$ cat src/rtl/imem_fetch_buffer.sv
// Instruction-fetch stage: owns the fetch PC, reads the async ROM and queues {pc, instr} for decode.
// Optional starvation counter enabled by defining IFB_STALL_STAT_EN.
module imem_fetch_buffer #(
  parameter int              ADDR_W   = 32,
  parameter int              DATA_W   = 32,
  parameter int              ROM_AW   = 11,
  parameter int              DEPTH    = 4,
  parameter logic [ADDR_W-1:0] RESET_PC = 32'h0040_0000
) (
  input  logic                             clk,
  input  logic                             rst,
  input  logic                             redirect_valid,
  input  logic [ADDR_W-1:0]                redirect_pc,
  output logic [ROM_AW-1:0]                rom_addr,
  input  logic [DATA_W-1:0]                rom_data,
  output logic                             out_valid,
  input  logic                             out_ready,
  output logic [DATA_W-1:0]                out_instr,
  output logic [ADDR_W-1:0]                out_pc,
  output logic [$clog2(DEPTH+1)-1:0]       count
`ifdef IFB_STALL_STAT_EN
  ,
  output logic [31:0]                      starve_cnt
`endif
);

  localparam int CNT_W = $clog2(DEPTH + 1);
  localparam int PTR_W = $clog2(DEPTH);
  localparam logic [CNT_W-1:0]  FULL_CNT = CNT_W'(DEPTH);
  localparam logic [CNT_W-1:0]  CNT_ONE  = CNT_W'(1);
  localparam logic [PTR_W-1:0]  PTR_ONE  = PTR_W'(1);
  localparam logic [ADDR_W-1:0] PC_STEP  = ADDR_W'(4);

  logic [ADDR_W-1:0] fetch_pc_r;
  logic [PTR_W-1:0]  wr_ptr_r;
  logic [PTR_W-1:0]  rd_ptr_r;
  logic [CNT_W-1:0]  count_r;
  logic [CNT_W-1:0]  count_nxt_s;
  logic              push_s;
  logic              pop_s;
  logic              unused_pc_bits_s;

  logic [ADDR_W-1:0] pc_mem_r    [DEPTH];
  logic [DATA_W-1:0] instr_mem_r [DEPTH];

  assign unused_pc_bits_s = ^redirect_pc[1:0];

  assign rom_addr  = fetch_pc_r[ROM_AW+1:2];
  assign out_valid = (count_r != '0) && !redirect_valid;
  assign out_instr = instr_mem_r[rd_ptr_r];
  assign out_pc    = pc_mem_r[rd_ptr_r];
  assign count     = count_r;

  // Handshake decode; a full buffer still accepts a word when the head leaves the same edge.
  always_comb begin
    pop_s       = out_valid && out_ready;
    push_s      = !redirect_valid && ((count_r < FULL_CNT) || pop_s);
    count_nxt_s = count_r;
    case ({push_s, pop_s})
      2'b10:   count_nxt_s = count_r + CNT_ONE;
      2'b01:   count_nxt_s = count_r - CNT_ONE;
      default: count_nxt_s = count_r;
    endcase
  end

  // Fetch PC, pointers and occupancy; redirect flushes and outranks push/pop.
  always_ff @(posedge clk) begin
    if (rst) begin
      fetch_pc_r <= RESET_PC;
      wr_ptr_r   <= '0;
      rd_ptr_r   <= '0;
      count_r    <= '0;
    end else if (redirect_valid) begin
      fetch_pc_r <= {redirect_pc[ADDR_W-1:2], 2'b00};
      wr_ptr_r   <= '0;
      rd_ptr_r   <= '0;
      count_r    <= '0;
    end else begin
      if (push_s) begin
        fetch_pc_r <= fetch_pc_r + PC_STEP;
        wr_ptr_r   <= wr_ptr_r + PTR_ONE;
      end
      if (pop_s) begin
        rd_ptr_r <= rd_ptr_r + PTR_ONE;
      end
      count_r <= count_nxt_s;
    end
  end

  // Entry storage is deliberately not reset; occupancy alone decides what is visible.
  always_ff @(posedge clk) begin
    if (push_s) begin
      pc_mem_r[wr_ptr_r]    <= fetch_pc_r;
      instr_mem_r[wr_ptr_r] <= rom_data;
    end
  end

`ifdef IFB_STALL_STAT_EN
  // Saturating count of cycles where decode wanted an instruction but none was offered.
  always_ff @(posedge clk) begin
    if (rst) begin
      starve_cnt <= 32'd0;
    end else if (out_ready && !out_valid && (starve_cnt != 32'hFFFF_FFFF)) begin
      starve_cnt <= starve_cnt + 32'd1;
    end
  end
`endif

endmodule

$ cat config.mk
export PLATFORM = sky130hd
export DESIGN_NAME = imem_fetch_buffer
export DESIGN_NICKNAME = d
export VERILOG_FILES = /design/src/rtl/imem_fetch_buffer.sv
export SDC_FILE = /design/constraint.sdc
export NUM_CORES = 1
export LEC_CHECK = 0
export BUFFER_PORTS_ARGS = -buffer_cell sky130_fd_sc_hd__buf_2
export CORE_UTILIZATION = 25
export DETAILED_ROUTE_END_ITERATION = 6
export PLACE_DENSITY = 0.51
export REMOVE_ABC_BUFFERS = 1
export SLEW_MARGIN = 30
export SYNTH_ARGS = -nofsm -noshare
export SYNTH_HDL_FRONTEND = slang
export SYNTH_SLANG_ARGS = --single-unit
$ cat constraint.sdc
create_clock -name clk -period 3.4 [get_ports clk]
set_input_delay 0.17 -clock clk [delete_from_list [all_inputs] [get_ports clk]]
set_output_delay 0.17 -clock clk [all_outputs]
set_load 0.02 [all_outputs]
==> flow_metrics.env, run 1 <==
export IMPL_cts_tree="done"
export IMPL_cts_setup_buffers=0
export IMPL_reg2reg_setup_slack_ns=0.79
export IMPL_cp_arrival_ns=2.45
export IMPL_drt_iter0_markers=416
export IMPL_r2r_start="count[2]"
export IMPL_cp_required_ns=3.23
export IMPL_cp_end_kind="output port"
export IMPL_synth_edf_count=248
export IMPL_grt_max_degree=44
export IMPL_rsz0062_at_grt="false"
export IMPL_fp_dieH_um=215
export IMPL_area_delta_synth_final_pct=27.5
export IMPL_crit_type="flop to output port"
export IMPL_initial_core_util_pct=25.5
export IMPL_num_fill_cells=4383
export IMPL_drc=0
export IMPL_critPathMaxFanout=26
export IMPL_fmax_mhz=382
export IMPL_worst_pin_slew_ns=0.751
export IMPL_slew_headroom_pct=48.6
export IMPL_vias=6427
export IMPL_wirelength_um=27900
export IMPL_crit_path_max_incr_delay_ns=0.76
export IMPL_cts_buffers=35
export IMPL_crit_path_top_delay_cell="dfxtp_4"
export IMPL_outcome="finished clean"
export IMPL_slew_violations=0
export IMPL_dp_cells=1332
export IMPL_grtUsageTotal_pct=12.3
export IMPL_fin_area_mm2=0.0145
export IMPL_worstHoldStart="redirect_pc[22]"
export IMPL_clk_pin_slew_ns=0.05
export IMPL_avgSynthCellArea_um2=18.2
export IMPL_critical_path_cell_chain="buf_4, mux4_2, buf_2"
export IMPL_finalCriticalPeriod_ns=2.62
export IMPL_cap_violations=0
export IMPL_async_flop_share_pct=0
export IMPL_cts_sinks=287
export IMPL_stdcell_count=1445
export IMPL_io_pins=147
export IMPL_grt_pass1_wl_um=42400
export IMPL_ys_seq_area_share_pct=72.6
export IMPL_cts_resized=0
export IMPL_setup_viol=0
export IMPL_synthDistinctLibCells=51
export IMPL_clockBufferDepth=3
export IMPL_ir_drop_mv=0.276
export IMPL_syn_area_mm2=0.0113
export IMPL_grt_pass1_vias=6595
export IMPL_layout_drive_gt1_share_pct=33.2
export IMPL_syn_instance_count=624
export IMPL_die_area_mm2=0.0462
export IMPL_clk_latency_ns=0.53
export IMPL_synth_ff_type="edfxtp_1"
export IMPL_cts_root_buf="clkbuf_16"
export IMPL_fin_crit_sh_pct=77.0
export IMPL_antenna_cells=0
export IMPL_min_delay_path_class="primary input to flop"
export IMPL_p_per_area_mw_per_mm2=572
export IMPL_skew_ns=0.0180
export IMPL_final_net_count=904
export IMPL_hold_viol=0
export IMPL_port_buffers=142
export IMPL_core_area_mm2=0.0445
export IMPL_vias_per_cell=4.45
export IMPL_drt_pass1_iterations=6
export IMPL_critPathLaunchType="flop"
export IMPL_h_tree_depth=2
export IMPL_ys_ff_latch=287
export IMPL_ys_warn_count=0
export IMPL_place_area_mm2=0.0128
export IMPL_grt_antenna_before_repair=0
export IMPL_die_w_um=215
export IMPL_wl_per_cell_um=19.3
export IMPL_p_leak_nw=4.79
export IMPL_postRouteAntennaNets=0
export IMPL_dp_hpwl_um=17800
export IMPL_fp_row_count=77
export IMPL_grt_overflow_total=0
export IMPL_place_congestion=0.708
-- cells by family (layout without fill, tap and decap cells) --
family	Yosys count	in the layout	synth area share (%)
compound gates	71	71	4.67
xor+xnor	15	15	1.16
fa+ha+maj	7	7	0.839
buf+inv	64	292	2.57
flops	287	287	72.6
mux	64	64	12.5
other cells	1	2	0.0331
simple gates	115	115	5.68
-- sequential cells by signal (all words and copies together), names as in the netlist, named ones only --
| name | count |
|---|---|
| instr_mem_r | 128 |
| pc_mem_r | 120 |
| fetch_pc_r | 30 |
| count | 3 |
| rd_ptr_r | 2 |
| wr_ptr_r | 2 |
-- worst paths after layout --
check,end,cells past startpoint
worst max-delay path,out_instr[21],3
worst min-delay path,fetch_pc_r[22],3
worst min register to register,flop,2
worst max register to register,count[2],10
-- worst max-delay path: cells and delay by family (launching register included) --
family	cells	cell delay [ns]
flops	1	0.76
buf+inv	2	0.58
mux	1	0.55
-- cell type report --
type,instances,area [µm²],area share [%]
flip-flops and latches,287,8240,56.9
multi-input cells,274,2830,19.6
repair buffers,214,1440,9.98
clock buffers,46,970,6.71
well taps,592,741,5.12
clock inverters,15,174,1.20
inverters,17,63.8,0.441
-- power by group --
group,internal [mW],switching (mW)
clock,2.30,1.40
sequential,3.96,0.0860
combinational,0.222,0.302
-- layer usage --
metal	wire, µm	up-vias	track usage (%)
li1	-	2956	-
met1	13200	3262	17.3
met2	12700	176	18.5
met3	1420	33	2.89
met4	536	0	4.07
met5	0	-	0
-- layout by cell type, fill, tap and decap left out, types with 15 or more instances in the layout --
master	Yosys	layout
buf_2	2	142
buf_4	13	15
clkbuf_16	0	37
dfxtp_1	39	37
dlygate4sd3_1	0	52
edfxtp_1	248	248
inv_1	16	16
mux4_2	62	62
nor2_1	32	32
-- synthesized netlist by cell type (5+ instances only) --
| master | n | area [µm²] |
|---|---|---|
| a2111oi_0 | 10 | 87.6 |
| a211oi_1 | 11 | 82.6 |
| a21oi_1 | 10 | 50.1 |
| a311oi_1 | 11 | 96.3 |
| a31oi_1 | 5 | 31.3 |
| and2_1 | 9 | 56.3 |
| buf_1 | 8 | 30.0 |
| buf_4 | 13 | 97.6 |
| clkbuf_1 | 24 | 90.1 |
| dfxtp_1 | 39 | 781 |
| edfxtp_1 | 248 | 7450 |
| ha_1 | 6 | 75.1 |
| inv_1 | 16 | 60.1 |
| mux4_2 | 62 | 1400 |
| nand2_1 | 11 | 41.3 |
| nand3_1 | 9 | 45.0 |
| nand4_1 | 8 | 50.1 |
| nor2_1 | 32 | 120 |
| or4_1 | 6 | 45.0 |
| xnor2_1 | 11 | 96.3 |
-- timing repair --
item	CTS	global route
setup endpoints to repair	0	0
hold buffers	52	0
hold endpoints to repair	148	0
-- stage by stage --
stage | setup slack [ns] | total power [mW] | TNS (ns) | hold slack, ns | utilization [%]
after global placement | 0.832 | 4.60 | 0 | 0.389 | 28.8
final | 0.781 | 8.28 | 0 | 0.0452 | 32.5
after CTS | 0.651 | 8.41 | 0 | 0.0175 | 32.5
after global routing | 0.536 | 8.58 | 0 | 0.0467 | 32.5
after detailed placement | 0.826 | 4.61 | 0 | 0.389 | 28.8
after floorplan | -0.143 | 4.36 | -8.89 | 0.239 | -
Power figures use the tool's default switching activity.
==> inputs of run 2 (changes only) <==
==> constraint.sdc (replaced) <==
create_clock -name clk -period 2.7 [get_ports clk]
set_input_delay 0.135 -clock clk [delete_from_list [all_inputs] [get_ports clk]]
set_output_delay 0.135 -clock clk [all_outputs]
set_load 0.02 [all_outputs]
==> run 2 against run 1 <==
Compared with the run above: first-iteration DRC count shrank 11%; core utilization is 0.23 points higher; flip-flop and latch count did not move; count of clock-buffer cells in the layout unchanged; sequential power grew 25%; worst hold slack better by 0.011 ns; total power rose by 23%; via count is 1.8% higher; worst setup slack lost 0.42 ns; critical path depth did not move; critical path type unchanged.
==> flow_metrics.env, run 2 (same netlist as run 1, synthesis figures left out) <==
export IMPL_ir_drop_mv=0.370
export IMPL_critical_path_cell_chain="buf_12, mux4_2, buf_2"
export IMPL_finalCriticalPeriod_ns=2.33
export IMPL_cp_end_kind="output port"
export IMPL_drt_pass1_iterations=5
export IMPL_pwr_share_clk_pct=43.3
export IMPL_dp_cells=1342
export IMPL_cts_tree="done"
export IMPL_p_per_area_mw_per_mm2=700
export IMPL_grt_max_degree=45
export IMPL_wl_per_cell_um=18.8
export IMPL_internal_power_mw=7.91
export IMPL_largest_register="instr_mem_r"
export IMPL_rsz0062_at_grt="false"
export IMPL_port_buffers=142
export IMPL_cts_root_buf="clkbuf_16"
export IMPL_grt_pass1_wl_um=42100
export IMPL_cp_arrival_ns=2.20
export IMPL_final_net_count=919
export IMPL_critPathBufInv=2
export IMPL_grt_pass1_vias=6679
export IMPL_setup_viol=0
export IMPL_cap_violations=0
export IMPL_cts_buffers=34
export IMPL_drc=0
export IMPL_drt_iter0_markers=371
export IMPL_io_pins=147
export IMPL_power_mw=10.2
export IMPL_crit_family="multiplexers"
export IMPL_sw_frac_of_total_pct=22.4
export IMPL_vias_per_cell=4.48
export IMPL_core_area_mm2=0.0445
export IMPL_grt_overflow_total=0
export IMPL_cts_setup_buffers=0
export IMPL_fmax_mhz=428
export IMPL_vias=6543
export IMPL_p_leak_nw=4.85
export IMPL_power_switching_mw=2.28
export IMPL_crit_path_max_incr_delay_ns=0.58
export IMPL_fin_crit_sh_pct=86.5
export IMPL_min_delay_path_class="primary input to flop"
export IMPL_power_frac_comb_pct=6.8
export IMPL_fp_row_count=77
export IMPL_top_regs="instr_mem_r x128, pc_mem_r x120, fetch_pc_r x30"
export IMPL_stdcell_count=1462
export IMPL_hold_viol=0
export IMPL_grt_antenna_before_repair=0
export IMPL_clk_pin_slew_ns=0.06
export IMPL_die_area_mm2=0.0462
export IMPL_final_common_cell="edfxtp_1"
export IMPL_worst_pin_slew_ns=0.641
export IMPL_initial_core_util_pct=25.5
export IMPL_critPathMaxFanout=35
export IMPL_skew_ns=0.0235
export IMPL_grtUsageTotal_pct=12.1
export IMPL_wirelength_um=27500
export IMPL_outcome="finished clean"
export IMPL_layout_drive_gt1_share_pct=33.7
export IMPL_dp_hpwl_um=17600
export IMPL_area_delta_synth_final_pct=28.4
export IMPL_postRouteAntennaNets=0
export IMPL_h_tree_depth=2
export IMPL_layout_common_cells="edfxtp_1, buf_2, mux4_2"
export IMPL_clockBufferDepth=3
export IMPL_die_w_um=215
export IMPL_pwr_share_seq_pct=49.9
export IMPL_antenna_cells=0
export IMPL_slew_headroom_pct=57.2
export IMPL_fp_dieH_um=215
export IMPL_largest_reg_flops=128
export IMPL_cts_sinks=287
export IMPL_crit_path_top_delay_cell="mux4_2"
export IMPL_cp_required_ns=2.57
export IMPL_clk_latency_ns=0.53
export IMPL_critPathLaunchType="flop"
export IMPL_crit_type="flop to output port"
export IMPL_slew_violations=0
export IMPL_place_congestion=0.742
==> run 2: cell count changes in the layout (fill, tap and decap cells not counted), moves of 2 or more <==
cell / previous run / this run
buf_4: 15 / 23
dlygate4sd3_1: 52 / 58
buf_12: 5 / 7
bufinv_16: 4 / 2
clkbuf_1: 8 / 10
clkbuf_16: 37 / 35
clkinv_8: 0 / 2
==> run 2: cell type report <==
cell class	instances	area [µm²]
Fill cell	4345	29900
Timing Repair Buffer	230	1600
Sequential cell	287	8240
Clock inverter	16	158
Inverter	17	63.8
Tap cell	592	741
Clock buffer	46	927
Multi-Input combinational cell	274	2830
==> run 2: per-layer routing <==
metal	share of wire [%]	wire (µm)	vias to the layer above	global-route usage, %
li1	-	-	2981	-
met1	47	12800	3317	16.9
met3	6.2	1700	37	2.80
met5	0	0	-	0
met2	45	12400	208	18.3
met4	2.1	574	0	4.28
==> run 2: per-stage QoR <==
stage                     setup TNS [ns]  area, µm²  setup slack [ns]  util [%]  hold slack, ns
after detailed placement               0      12900             0.436      29.0           0.356
after global placement                 0      12900             0.451      29.0           0.352
final                                  0      14600             0.366      32.7          0.0564
after CTS                              0      14600             0.269      32.7          0.0364
after global routing                   0      14600             0.230      32.7          0.0822
after floorplan                  -113.42      11100            -0.808         -           0.204
==> run 2: what timing repair did <==
action                    CTS  global route
hold buffers               58             0
gates resized for setup     0             0
hold endpoints to repair  154             0
==> run 2: final timing paths <==
| kind | cells past startpoint | slack (ns) | to | start |
|---|---|---|---|---|
| worst min-delay path | 4 | 0.06 | fetch_pc_r[24] | redirect_pc[24] |
| worst max-delay path | 3 | 0.37 | out_pc[4] | flop |
| worst max register to register | 4 | 0.42 | fetch_pc_r[20] | fetch_pc_r[13] |
| worst min register to register | 2 | 0.51 | flop | rd_ptr_r[1] |
==> run 2: power groups by stage <==
stage | registers (mW) | clock network (mW) | logic [mW]
floorplan | 5.18 | 0 | 0.317
global placement | 5.17 | 0 | 0.635
detailed placement | 5.18 | 0 | 0.640
CTS | 5.08 | 4.57 | 0.710
global route | 5.10 | 4.72 | 0.754
finish | 5.08 | 4.42 | 0.693
==> run 2: tightest hold or removal path, cell delays in order <==
cell and delay [ns]:
buf_2 0.07, and2_1 0.15, a31oi_1 0.05, o211ai_1 0.14
==> inputs of run 3 (changes only) <==
--- a/config.mk
+++ b/config.mk
@@ -8,7 +8,6 @@
 export BUFFER_PORTS_ARGS = -buffer_cell sky130_fd_sc_hd__buf_2
 export CORE_UTILIZATION = 25
 export DETAILED_ROUTE_END_ITERATION = 6
-export PLACE_DENSITY = 0.51
 export REMOVE_ABC_BUFFERS = 1
 export SLEW_MARGIN = 30
 export SYNTH_ARGS = -nofsm -noshare
==> run 3 against run 2 <==
Compared with the run above: first-iteration DRC count rose by 28%; global-route usage barely moved; total power grew 2.5%; critical path depth unchanged; die area did not move.
==> flow_metrics.env, run 3 (same netlist as run 1, synthesis figures left out) <==
export IMPL_slew_headroom_pct=53.3
export IMPL_multi_input_area_mm2=0.00283
export IMPL_fin_crit_sh_pct=88.5
export IMPL_drc=0
export IMPL_p_leak_nw=4.91
export IMPL_drt_iter0_markers=476
export IMPL_min_delay_path_class="primary input to flop"
export IMPL_postRouteAntennaNets=0
export IMPL_cts_root_buf="clkbuf_16"
export IMPL_grt_pass1_vias=6659
export IMPL_power_switching_mw=2.32
export IMPL_slew_violations=0
export IMPL_setup_viol=0
export IMPL_wl_per_cell_um=19.1
export IMPL_critPathMaxFanout=29
export IMPL_largest_reg_flops=128
export IMPL_grtUsageTotal_pct=12.1
export IMPL_internal_power_mw=8.12
export IMPL_drt_pass1_iterations=5
export IMPL_grt_overflow_total=0
export IMPL_clockBufferDepth=3
export IMPL_fp_dieH_um=215
export IMPL_final_net_count=920
export IMPL_power_frac_comb_pct=6.8
export IMPL_sw_frac_of_total_pct=22.2
export IMPL_cp_arrival_ns=2.25
export IMPL_fmax_mhz=419
export IMPL_power_mw=10.4
export IMPL_skew_ns=0.0147
export IMPL_die_w_um=215
export IMPL_p_per_area_mw_per_mm2=710
export IMPL_top_regs="instr_mem_r x128, pc_mem_r x120, fetch_pc_r x30"
export IMPL_cap_violations=0
export IMPL_cts_tree="done"
export IMPL_cts_sinks=287
export IMPL_clk_pin_slew_ns=0.06
export IMPL_whs_ns=0.0366
export IMPL_grt_antenna_before_repair=0
export IMPL_h_tree_depth=2
export IMPL_worst_pin_slew_ns=0.701
export IMPL_io_pins=147
export IMPL_layout_common_cells="edfxtp_1, buf_2, mux4_2"
export IMPL_finalCriticalPeriod_ns=2.39
export IMPL_place_area_mm2=0.0130
export IMPL_outcome="finished clean"
export IMPL_pwr_share_clk_pct=44.5
export IMPL_layout_drive_gt1_share_pct=33.9
export IMPL_port_buffers=142
export IMPL_area_delta_synth_final_pct=29.8
export IMPL_die_area_mm2=0.0462
export IMPL_ir_drop_mv=0.333
export IMPL_largest_register="instr_mem_r"
export IMPL_vias_per_cell=4.47
export IMPL_antenna_cells=0
export IMPL_cts_setup_buffers=0
export IMPL_core_area_mm2=0.0445
export IMPL_cp_required_ns=2.57
export IMPL_critPathLaunchType="flop"
export IMPL_clk_latency_ns=0.53
export IMPL_cp_end_kind="output port"
export IMPL_grt_max_degree=34
export IMPL_pwr_share_seq_pct=48.7
export IMPL_dp_cells=1342
export IMPL_place_congestion=0.762
export IMPL_stdcell_count=1463
export IMPL_final_common_cell="edfxtp_1"
export IMPL_vias=6540
export IMPL_num_fill_cells=4363
export IMPL_grt_pass1_wl_um=41700
export IMPL_fp_row_count=77
export IMPL_hold_viol=0
export IMPL_regArea_mm2=0.00824
export IMPL_initial_core_util_pct=25.5
export IMPL_fin_area_mm2=0.0147
export IMPL_crit_type="flop to output port"
export IMPL_dp_hpwl_um=18100
export IMPL_rsz0062_at_grt="false"
export IMPL_wirelength_um=27900
export IMPL_cts_buffers=35
==> run 3: changes by cell type in the layout (fill, tap and decap cells not counted), sizes merged <==
cell,previous run,this run
inv,17,20
clkinvlp,1,0
bufinv,2,3
clkbuf,46,43
clkinv,13,14
==> run 3: layout make-up <==
| cell class | count | area share (%) |
|---|---|---|
| inverter | 17 | 0.434 |
| clock inverter | 20 | 1.29 |
| sequential | 287 | 56.0 |
| multi-input combinational | 274 | 19.3 |
| tap | 592 | 5.03 |
| clock buffer | 43 | 6.51 |
| timing repair buffer | 230 | 11.5 |
==> run 3: per-stage QoR <==
step | TNS (ns) | setup slack, ns | utilization (%)
floorplan | -113.42 | -0.808 | -
global placement | 0 | 0.481 | 29.2
detailed placement | 0 | 0.370 | 29.2
CTS | 0 | 0.175 | 33.1
global route | 0 | 0.131 | 33.1
finish | 0 | 0.311 | 33.1
==> run 3: worst max-delay path, cell delays in order, from the launching register on <==
cell and delay [ns]:
dfxtp_4 0.62, buf_12 0.32, mux4_2 0.58, buf_2 0.18
==> run 3: power by group through the flow <==
stage / combinational (mW) / sequential, mW / clock [mW]
global route: 0.760 / 5.10 / 4.97
detailed placement: 0.654 / 5.18 / 0
floorplan: 0.317 / 5.18 / 0
global placement: 0.646 / 5.17 / 0
CTS: 0.723 / 5.09 / 4.80
finish: 0.707 / 5.09 / 4.65
==> run 3: final timing paths <==
check | startpoint | end | slack [ns] | depth (start not counted)
hold / removal | redirect_pc[26] | fetch_pc_r[26] | 0.04 | 4
setup reg to reg | fetch_pc_r[13] | fetch_pc_r[19] | 0.37 | 4
setup / recovery | flop | out_pc[14] | 0.31 | 3
hold reg to reg | rd_ptr_r[1] | flop | 0.52 | 2
==> run 3: repair_timing <==
action,4_1_cts,5_1_grt
resized for setup,0,0
endpoints found under the hold margin,153,0
hold buffers,58,0
==> run 3: layer usage <==
| metal | part of all wire (%) | track usage (%) | vias to the layer above |
|---|---|---|---|
| li1 | - | - | 2978 |
| met1 | 45 | 16.3 | 3337 |
| met2 | 48 | 19.3 | 184 |
| met3 | 6.0 | 3.07 | 41 |
| met4 | 1.8 | 3.14 | 0 |
| met5 | 0 | 0 | - |
